File: config.mk
export PLATFORM = sky130hd
export DESIGN_NAME = cpu_boot_sequencer_flat
export DESIGN_NICKNAME = d
export VERILOG_FILES = /design/src/rtl/cpu_boot_sequencer_if.sv /design/src/rtl/cpu_boot_sequencer.sv /design/src/flat_wrapper.sv
export SDC_FILE = /design/constraint.sdc
export NUM_CORES = 1
export LEC_CHECK = 0
export ABC_AREA = 1
export BUFFER_PORTS_ARGS = -buffer_cell sky130_fd_sc_hd__buf_2
export CORE_ASPECT_RATIO = 1.75
export CORE_MARGIN = 1.5
export CORE_UTILIZATION = 35
export DETAILED_ROUTE_END_ITERATION = 7
export PLACE_DENSITY = 0.61
export SYNTH_ARGS = -nofsm -noshare
export SYNTH_HDL_FRONTEND = slang
export SYNTH_SLANG_ARGS = --single-unit
File: constraint.sdc
create_clock -name clk -period 1.8 [get_ports clk]
set_clock_uncertainty 0.1 [all_clocks]
set_input_delay 0.09 -clock clk [delete_from_list [all_inputs] [get_ports clk]]
set_output_delay 0.09 -clock clk [all_outputs]
set_load 0.005 [all_outputs]
File: src/rtl/cpu_boot_sequencer_if.sv
// Bus bundle between the boot sequencer, the program ROM, the CPU
// instruction memory and the CPU core control/status lines.
interface cpu_boot_sequencer_if #(
   parameter int unsigned INSTR_WIDTH = 16,
   parameter int unsigned ADDR_WIDTH  = 8,
   parameter int unsigned CNT_WIDTH   = 7
);
   logic                   start;
   logic [ADDR_WIDTH-1:0]  src_addr;
   logic [INSTR_WIDTH-1:0] src_data;
   logic                   imem_we;
   logic [ADDR_WIDTH-1:0]  imem_addr;
   logic [INSTR_WIDTH-1:0] imem_wdata;
   logic                   cpu_reset;
   logic                   cpu_halt;
   logic                   busy;
   logic                   done;
   logic                   timeout;
   logic [CNT_WIDTH-1:0]   cycle_count;

   // Sequencer side
   modport master (
      input  start, src_data, cpu_halt,
      output src_addr, imem_we, imem_addr, imem_wdata,
             cpu_reset, busy, done, timeout, cycle_count
   );

   // Environment side (ROM, imem, CPU, controller)
   modport slave (
      output start, src_data, cpu_halt,
      input  src_addr, imem_we, imem_addr, imem_wdata,
             cpu_reset, busy, done, timeout, cycle_count
   );
endinterface

File: src/rtl/cpu_boot_sequencer.sv
// Program loader and run controller: copies PROG_LEN words from a synchronous
// ROM into CPU instruction memory, holds the CPU in reset, then runs it until
// halt or until the cycle budget is exhausted.
module cpu_boot_sequencer #(
   parameter int unsigned INSTR_WIDTH  = 16,
   parameter int unsigned ADDR_WIDTH   = 8,
   parameter int unsigned PROG_LEN     = 16,
   parameter int unsigned RESET_CYCLES = 2,
   parameter int unsigned RUN_CYCLES   = 100,
   parameter int unsigned CNT_WIDTH    = $clog2(RUN_CYCLES + 1)
) (
   input  logic                clk,
   input  logic                reset,
   cpu_boot_sequencer_if.master bus
);

   localparam int unsigned HOLD_WIDTH = (RESET_CYCLES > 1) ? $clog2(RESET_CYCLES) : 1;

   localparam logic [ADDR_WIDTH-1:0] LAST_ADDR = ADDR_WIDTH'(PROG_LEN - 1);
   localparam logic [HOLD_WIDTH-1:0] HOLD_LAST = HOLD_WIDTH'(RESET_CYCLES - 1);
   localparam logic [CNT_WIDTH-1:0]  CNT_MAX   = CNT_WIDTH'(RUN_CYCLES);

   typedef enum logic [2:0] {
      S_IDLE,
      S_LOAD,
      S_HOLD,
      S_RUN,
      S_DONE
   } state_t;

   state_t                  state;
   logic                    issue;
   logic [HOLD_WIDTH-1:0]   hold_cnt;
   logic [INSTR_WIDTH-1:0]  wdata_c;

   // Write data passes straight through: the ROM output lines up with the
   // registered write address/enable one cycle after the read was issued.
   assign wdata_c        = bus.src_data;
   assign bus.imem_wdata = wdata_c;

   // Sequencer FSM with registered outputs
   always_ff @(posedge clk) begin
      if (reset) begin
         state           <= S_IDLE;
         issue           <= 1'b0;
         hold_cnt        <= '0;
         bus.src_addr    <= '0;
         bus.imem_we     <= 1'b0;
         bus.imem_addr   <= '0;
         bus.cpu_reset   <= 1'b1;
         bus.busy        <= 1'b0;
         bus.done        <= 1'b0;
         bus.timeout     <= 1'b0;
         bus.cycle_count <= '0;
      end else begin
         bus.imem_we <= 1'b0;
         case (state)
            S_IDLE, S_DONE: begin
               if (bus.start) begin
                  state           <= S_LOAD;
                  issue           <= 1'b1;
                  bus.src_addr    <= '0;
                  bus.busy        <= 1'b1;
                  bus.done        <= 1'b0;
                  bus.timeout     <= 1'b0;
                  bus.cycle_count <= '0;
               end
            end

            S_LOAD: begin
               // Write stage trails the read stage by one cycle
               bus.imem_we   <= issue;
               bus.imem_addr <= bus.src_addr;
               if (issue) begin
                  if (bus.src_addr == LAST_ADDR) begin
                     issue <= 1'b0;
                  end else begin
                     bus.src_addr <= bus.src_addr + ADDR_WIDTH'(1);
                  end
               end
               // Last word is being written this cycle
               if (bus.imem_we && (bus.imem_addr == LAST_ADDR)) begin
                  state    <= S_HOLD;
                  hold_cnt <= '0;
               end
            end

            S_HOLD: begin
               if (hold_cnt == HOLD_LAST) begin
                  state           <= S_RUN;
                  bus.cpu_reset   <= 1'b0;
                  bus.cycle_count <= CNT_WIDTH'(1);
               end else begin
                  hold_cnt <= hold_cnt + HOLD_WIDTH'(1);
               end
            end

            S_RUN: begin
               // Halt takes priority over budget expiry in the same cycle
               if (bus.cpu_halt) begin
                  state         <= S_DONE;
                  bus.cpu_reset <= 1'b1;
                  bus.busy      <= 1'b0;
                  bus.done      <= 1'b1;
                  bus.timeout   <= 1'b0;
               end else if (bus.cycle_count == CNT_MAX) begin
                  state         <= S_DONE;
                  bus.cpu_reset <= 1'b1;
                  bus.busy      <= 1'b0;
                  bus.done      <= 1'b1;
                  bus.timeout   <= 1'b1;
               end else begin
                  bus.cycle_count <= bus.cycle_count + CNT_WIDTH'(1);
               end
            end

            default: begin
               state         <= S_IDLE;
               issue         <= 1'b0;
               bus.cpu_reset <= 1'b1;
               bus.busy      <= 1'b0;
               bus.done      <= 1'b0;
            end
         endcase
      end
   end

endmodule

File: src/flat_wrapper.sv
// flat-port wrapper written by rule: the top's interface ports become plain ports
module cpu_boot_sequencer_flat 
#(
   parameter int unsigned INSTR_WIDTH  = 16,
   parameter int unsigned ADDR_WIDTH   = 8,
   parameter int unsigned PROG_LEN     = 16,
   parameter int unsigned RESET_CYCLES = 2,
   parameter int unsigned RUN_CYCLES   = 100,
   parameter int unsigned CNT_WIDTH    = $clog2(RUN_CYCLES + 1)
)
  (clk, reset, bus_start, bus_src_data, bus_cpu_halt, bus_src_addr, bus_imem_we, bus_imem_addr, bus_imem_wdata, bus_cpu_reset, bus_busy, bus_done, bus_timeout, bus_cycle_count);
  cpu_boot_sequencer_if #(.INSTR_WIDTH(INSTR_WIDTH), .ADDR_WIDTH(ADDR_WIDTH), .CNT_WIDTH(CNT_WIDTH)) bus_i ();
  input  logic clk;
  input  logic reset;
  input wire logic [$bits(bus_i.start)-1:0] bus_start;
  input wire logic [$bits(bus_i.src_data)-1:0] bus_src_data;
  input wire logic [$bits(bus_i.cpu_halt)-1:0] bus_cpu_halt;
  output wire logic [$bits(bus_i.src_addr)-1:0] bus_src_addr;
  output wire logic [$bits(bus_i.imem_we)-1:0] bus_imem_we;
  output wire logic [$bits(bus_i.imem_addr)-1:0] bus_imem_addr;
  output wire logic [$bits(bus_i.imem_wdata)-1:0] bus_imem_wdata;
  output wire logic [$bits(bus_i.cpu_reset)-1:0] bus_cpu_reset;
  output wire logic [$bits(bus_i.busy)-1:0] bus_busy;
  output wire logic [$bits(bus_i.done)-1:0] bus_done;
  output wire logic [$bits(bus_i.timeout)-1:0] bus_timeout;
  output wire logic [$bits(bus_i.cycle_count)-1:0] bus_cycle_count;
  assign bus_i.start = bus_start;
  assign bus_i.src_data = bus_src_data;
  assign bus_i.cpu_halt = bus_cpu_halt;
  assign bus_src_addr = bus_i.src_addr;
  assign bus_imem_we = bus_i.imem_we;
  assign bus_imem_addr = bus_i.imem_addr;
  assign bus_imem_wdata = bus_i.imem_wdata;
  assign bus_cpu_reset = bus_i.cpu_reset;
  assign bus_busy = bus_i.busy;
  assign bus_done = bus_i.done;
  assign bus_timeout = bus_i.timeout;
  assign bus_cycle_count = bus_i.cycle_count;
  cpu_boot_sequencer #(.INSTR_WIDTH(INSTR_WIDTH), .ADDR_WIDTH(ADDR_WIDTH), .PROG_LEN(PROG_LEN), .RESET_CYCLES(RESET_CYCLES), .RUN_CYCLES(RUN_CYCLES), .CNT_WIDTH(CNT_WIDTH)) u_core (.clk(clk), .reset(reset), .bus(bus_i));
endmodule
== Yosys cells after proc, flatten, opt, wreduce, memory -nomap -nowiden ==
Index checks and enable logic that the tools add are counted.
Cells by class
  add/sub/neg operators: 3
  equal/unequal tests: 15
  reductions and logical operators: 19
  multiplexer cells: 33
  bitwise operators: 4
Operator list (number)
  two-way mux 7 bit: 4
  two-way mux 8 bit: 3
  case mux 7 bit (3 select lines): 1
  equality test 8 x 4 -> 1 bit, second input constant: 2
  case mux 8 bit (2 select lines): 1
  two-way mux 3 bit: 5
  two-way mux 1 bit: 12
  case mux 1 bit (3 select lines): 4
  case mux 3 bit (4 select lines): 1
  AND reduction 3 bit: 3
  adder 8 x 1 -> 8 bit, second input constant: 1
  != test 2 bit, second input constant: 4
  AND reduction 4 bit: 2
  OR reduction 2 bit: 4
  adder 7 x 1 -> 7 bit, second input constant: 1
  equality test 7 bit, second input constant: 1
  equality test 3 x 2 -> 1 bit, second input constant: 2
  != test 2 x 1 -> 1 bit, second input constant: 3
  nonzero test 2 bit: 3
  AND reduction 5 bit: 1
  inverter 1 bit: 4
  case mux 1 bit (2 select lines): 2
  AND reduction 2 bit: 2
  equality test 3 x 1 -> 1 bit, second input constant: 1
  other kinds (7): 7
Storage, ports and cells
  logic and storage cells: 85
  register bits after elaboration: 33
  output and inout bits: 44
  bits of input ports: 20

== Logic depth before layout (Yosys ltp) ==
  depth in word-level cells: 4
  depth in mapped cells: 12
  depth with buffers taken out: 11

== Worst setup path after synthesis ==
OpenSTA, ideal clock, no wires.
  path type: register to register
  start point: register u_core.bus.cycle_count[0] in the netlist's numbering
  end point: register u_core.bus.cycle_count[6] in the netlist's numbering
  data required time: 1585 ps
  period minus slack after synthesis: 1559 ps
  setup slack: 241 ps
  buffers on the path: 1
  stages on the path, launching flop included: 12
  setup time: 115 ps
  arrival: 1344 ps
  cell sequence: dfxtp_1 -> inv_1 -> ha_1 -> nand2_1 -> inv_1 -> nand3_1 -> nand2_1 -> nand2_2 -> nand2_2 -> buf_6 -> o21ai_1 -> nor2_1
On the way
  longest elaborated chain between the ends: 4
  elaborated cells on any way between the ends: 7
  those cells by class: add/sub (1); eq/ne (2); mux (3); reduce/logical (1)
Ends and longest elaborated chain
  start, declared: line cpu_boot_sequencer_if.sv:25  | cpu_reset, busy, done, timeout, cycle_count
  start signal, assigned: line cpu_boot_sequencer.sv:113  | bus.cycle_count <= bus.cycle_count + CNT_WIDTH'(1);
  adder 7 x 1 -> 7 bit: line cpu_boot_sequencer.sv:113
  two-way mux 7 bit: line cpu_boot_sequencer.sv:106  | end else if (bus.cycle_count == CNT_MAX) begin
  two-way mux 7 bit: line cpu_boot_sequencer.sv:100  | if (bus.cpu_halt) begin
  case mux 7 bit (3 select lines): line cpu_boot_sequencer.sv:57  | case (state)
Several ways; a longest one is shown, not always the timed one. The select of a mux whose other input is x is not followed.
A chain may end at the register's enable or synchronous reset.

== Worst setup path after layout ==
  start point: register u_core.bus.src_addr[1]
  end point: register u_core.bus.src_addr[7]
On the way
  longest elaborated chain between the ends: 4
  elaborated cells on any way between the ends: 7
  those cells by class: add/sub (1); eq/ne (2); mux (3); reduce/logical (1)
Ends and longest elaborated chain
  start, declared: line cpu_boot_sequencer_if.sv:24  | output src_addr, imem_we, imem_addr, imem_wdata,
  start signal, assigned: line cpu_boot_sequencer.sv:78  | bus.src_addr <= bus.src_addr + ADDR_WIDTH'(1);
  adder 8 x 1 -> 8 bit: line cpu_boot_sequencer.sv:78
  two-way mux 8 bit: line cpu_boot_sequencer.sv:75  | if (bus.src_addr == LAST_ADDR) begin
  two-way mux 8 bit: line cpu_boot_sequencer.sv:74  | if (issue) begin
  case mux 8 bit (2 select lines): line cpu_boot_sequencer.sv:57
Several ways; a longest one is shown, not always the timed one. The select of a mux whose other input is x is not followed.

==> results.sh <==
export IMPL_status="complete, no violations"
export IMPL_ios=64
export IMPL_critPathCaptureType="register"
export IMPL_layout_drive_gt1_share=0.215
export IMPL_dp_hpwl_um=3040
export IMPL_yosysTopAreaCellShare=0.377
export IMPL_startpoint="u_core.bus.src_addr[1]"
export IMPL_ant_nets=0
export IMPL_min_from="bus_cpu_halt"
export IMPL_cts_buffers=5
export IMPL_grt_pass1_vias=1566
export IMPL_die_area_um2=5460
export IMPL_htree_levels=2
export IMPL_post_cts_buffers=0
export IMPL_route_vias_total=1630
export IMPL_path_clk_slew_ns=0.07
export IMPL_postLayoutCoreUtil=0.410
export IMPL_vdd_drop_max_mv=0.812
export IMPL_timing_fmax_mhz=617
export IMPL_cp_max_fo=11
export IMPL_ys_warn_count=0
export IMPL_grt_max_degree=17
export IMPL_area_growth_pct=11.1
export IMPL_crit_path_start_kind="register"
export IMPL_cts_hold_buf=0
export IMPL_maxSlewViolCount=0
export IMPL_grt_usage=0.156
export IMPL_yosysUniqueCellTypes=25
export IMPL_antenna_cells=0
export IMPL_worstSetupPathType="reg -> reg"
export IMPL_postPlaceCellArea_um2=1860
export IMPL_die_h_um=96.6
export IMPL_insertion_delay_ns=0.28
export IMPL_finalCritPeriodShare=0.900
export IMPL_cts_resized=0
export IMPL_regArea_um2=661
export IMPL_worstReg2RegStart="u_core.bus.src_addr[1]"
export IMPL_die_x_um=56.5
export IMPL_setup_viol=0
export IMPL_relSlewSlack=0.802
export IMPL_maxCapViolCount=0
export IMPL_initial_core_util=0.369
export IMPL_yosys_top_cells_count="nand2_1, nor2_1, dfxtp_1, a21oi_1, inv_1"
export IMPL_first_pass_iters=5
export IMPL_syn_avg_cell_area_um2=6.96
export IMPL_hold_violations=0
export IMPL_grt_overflow=0
export IMPL_synth_top_cell_by_area="dfxtp_1"
export IMPL_synth_area_um2=1750
export IMPL_synth_seq_area_share=0.377
export IMPL_cts_tree="done"
export IMPL_finalCriticalPeriod_ns=1.62
export IMPL_wirelength_um=4080
export IMPL_tns_ns=0
export IMPL_cts_sinks=33
export IMPL_first_iter_violations=66
export IMPL_grt_pass1_wl_um=6730
export IMPL_synth_edf_count=0
export IMPL_nFillCells=504
export IMPL_routed_via_density=4.98
export IMPL_nets=297
export IMPL_gp_congestion=0.794
export IMPL_io_buffers=31
export IMPL_core_um2=4750
export IMPL_fp_row_count=33
export IMPL_syn_nets=275
export IMPL_cts_buffer_depth=2
export IMPL_synthArstFlopShare=0
export IMPL_rsz0062_at_grt="false"
export IMPL_crit_arrival_ns=1.74
export IMPL_drc=0
export IMPL_netlist_instances=252
export IMPL_ys_flop_type="dfxtp_1"
export IMPL_antenna_found_initial=0
export IMPL_p_leak_nw=0.866
export IMPL_cp_required_ns=1.92
export IMPL_synth_most_common_cell="nand2_1"
export IMPL_holdCritPathClass="in -> reg"
export IMPL_power_density_nw_per_um2=1390
export IMPL_design_area_um2=1950
export IMPL_synthTopCellsByArea="dfxtp_1, a21oi_1, nand2_1"
export IMPL_tightestPinTransition_ns=0.296
export IMPL_cts_root_buffer="clkbuf_8"
export IMPL_wl_per_cell_um=12.5
export IMPL_multiInputGateArea_um2=816
export IMPL_synth_seq_cells=33
[kinds of logic (layout without fill, tap and decap cells)]
family	after synthesis	count (layout)	share of synthesized area
simple gates	110	110	0.293
flops	33	33	0.377
buf+inv	54	77	0.159
fa+ha+maj	3	3	0.0214
compound gates	52	52	0.150
[layer usage]
layer	vias to the layer above	wire, µm	share of wire	track usage
met5	-	0	0	0
met4	0	85	0.021	0.0788
met3	8	187	0.046	0.0334
met2	37	2160	0.53	0.288
met1	746	1660	0.41	0.157
li1	839	-	-	-
[worst paths after layout]
check | end | slack [ns] | cells past startpoint
max | u_core.bus.src_addr[7] | 0.18 | 9
min | u_core.bus.timeout | 0.02 | 4
max reg2reg | u_core.bus.src_addr[7] | 0.18 | 9
min reg2reg | u_core.bus.done | 0.36 | 2
[critical path, cell delays in order, from the launching register on]
cell	delay, ns
dfxtp_1	0.40
ha_1	0.20
nand2_1	0.11
inv_1	0.09
nand4_1	0.13
nand3_4	0.10
nand2_2	0.14
nand2_1	0.11
nand2_1	0.06
nor2_1	0.11
[cell usage in the layout (no fill, tap or decap)]
cell / count
dfxtp_1: 33
nor3_1: 2
nand3_4: 2
inv_1: 28
nand3b_1: 1
a21oi_1: 31
nor3b_1: 1
buf_4: 7
nand3_1: 20
o21bai_1: 1
nor2_1: 35
clkbuf_8: 5
clkbuf_1: 1
nand2_4: 1
nand2_2: 5
o21ai_1: 7
inv_2: 3
buf_2: 31
nand4_1: 3
ha_1: 3
o21ai_0: 13
nor2_4: 1
nor2_2: 2
nand2_1: 37
clkinv_2: 2
[final cells by class]
| class | count | share of cell area |
|---|---|---|
| Tap cell | 52 | 0.0334 |
| Sequential cell | 33 | 0.339 |
| Clock buffer | 6 | 0.0373 |
| Clock inverter | 2 | 0.00514 |
| Inverter | 31 | 0.0597 |
| Multi-Input combinational cell | 165 | 0.419 |
| Timing Repair Buffer | 38 | 0.107 |
[registers in the layout (all words and copies together), names as in the netlist, 3 cells and up]
name,count
u_core.bus.cycle_count,7
u_core.bus.imem_addr,8
u_core.state,3
u_core.bus.src_addr,8
[stage by stage]
step           hold WS [ns]  setup slack [ns]  instances  total power [W]
2_1_floorplan        0.0591             0.241        252          0.00190
4_1_cts              0.0187            0.0721        327          0.00273
3_5_place_dp         0.0800            0.0957        319          0.00219
3_3_place_gp         0.0800             0.147        319          0.00219
6_report             0.0191             0.180        327          0.00271
5_1_grt              0.0507            0.0222        327          0.00292
[power by group]
group          switching, W  internal [W]  total [W]
combinational      0.000730      0.000416    0.00115
clock              0.000270      0.000268   0.000538
sequential         0.000135      0.000892    0.00103
Power figures use the tool's default switching activity.
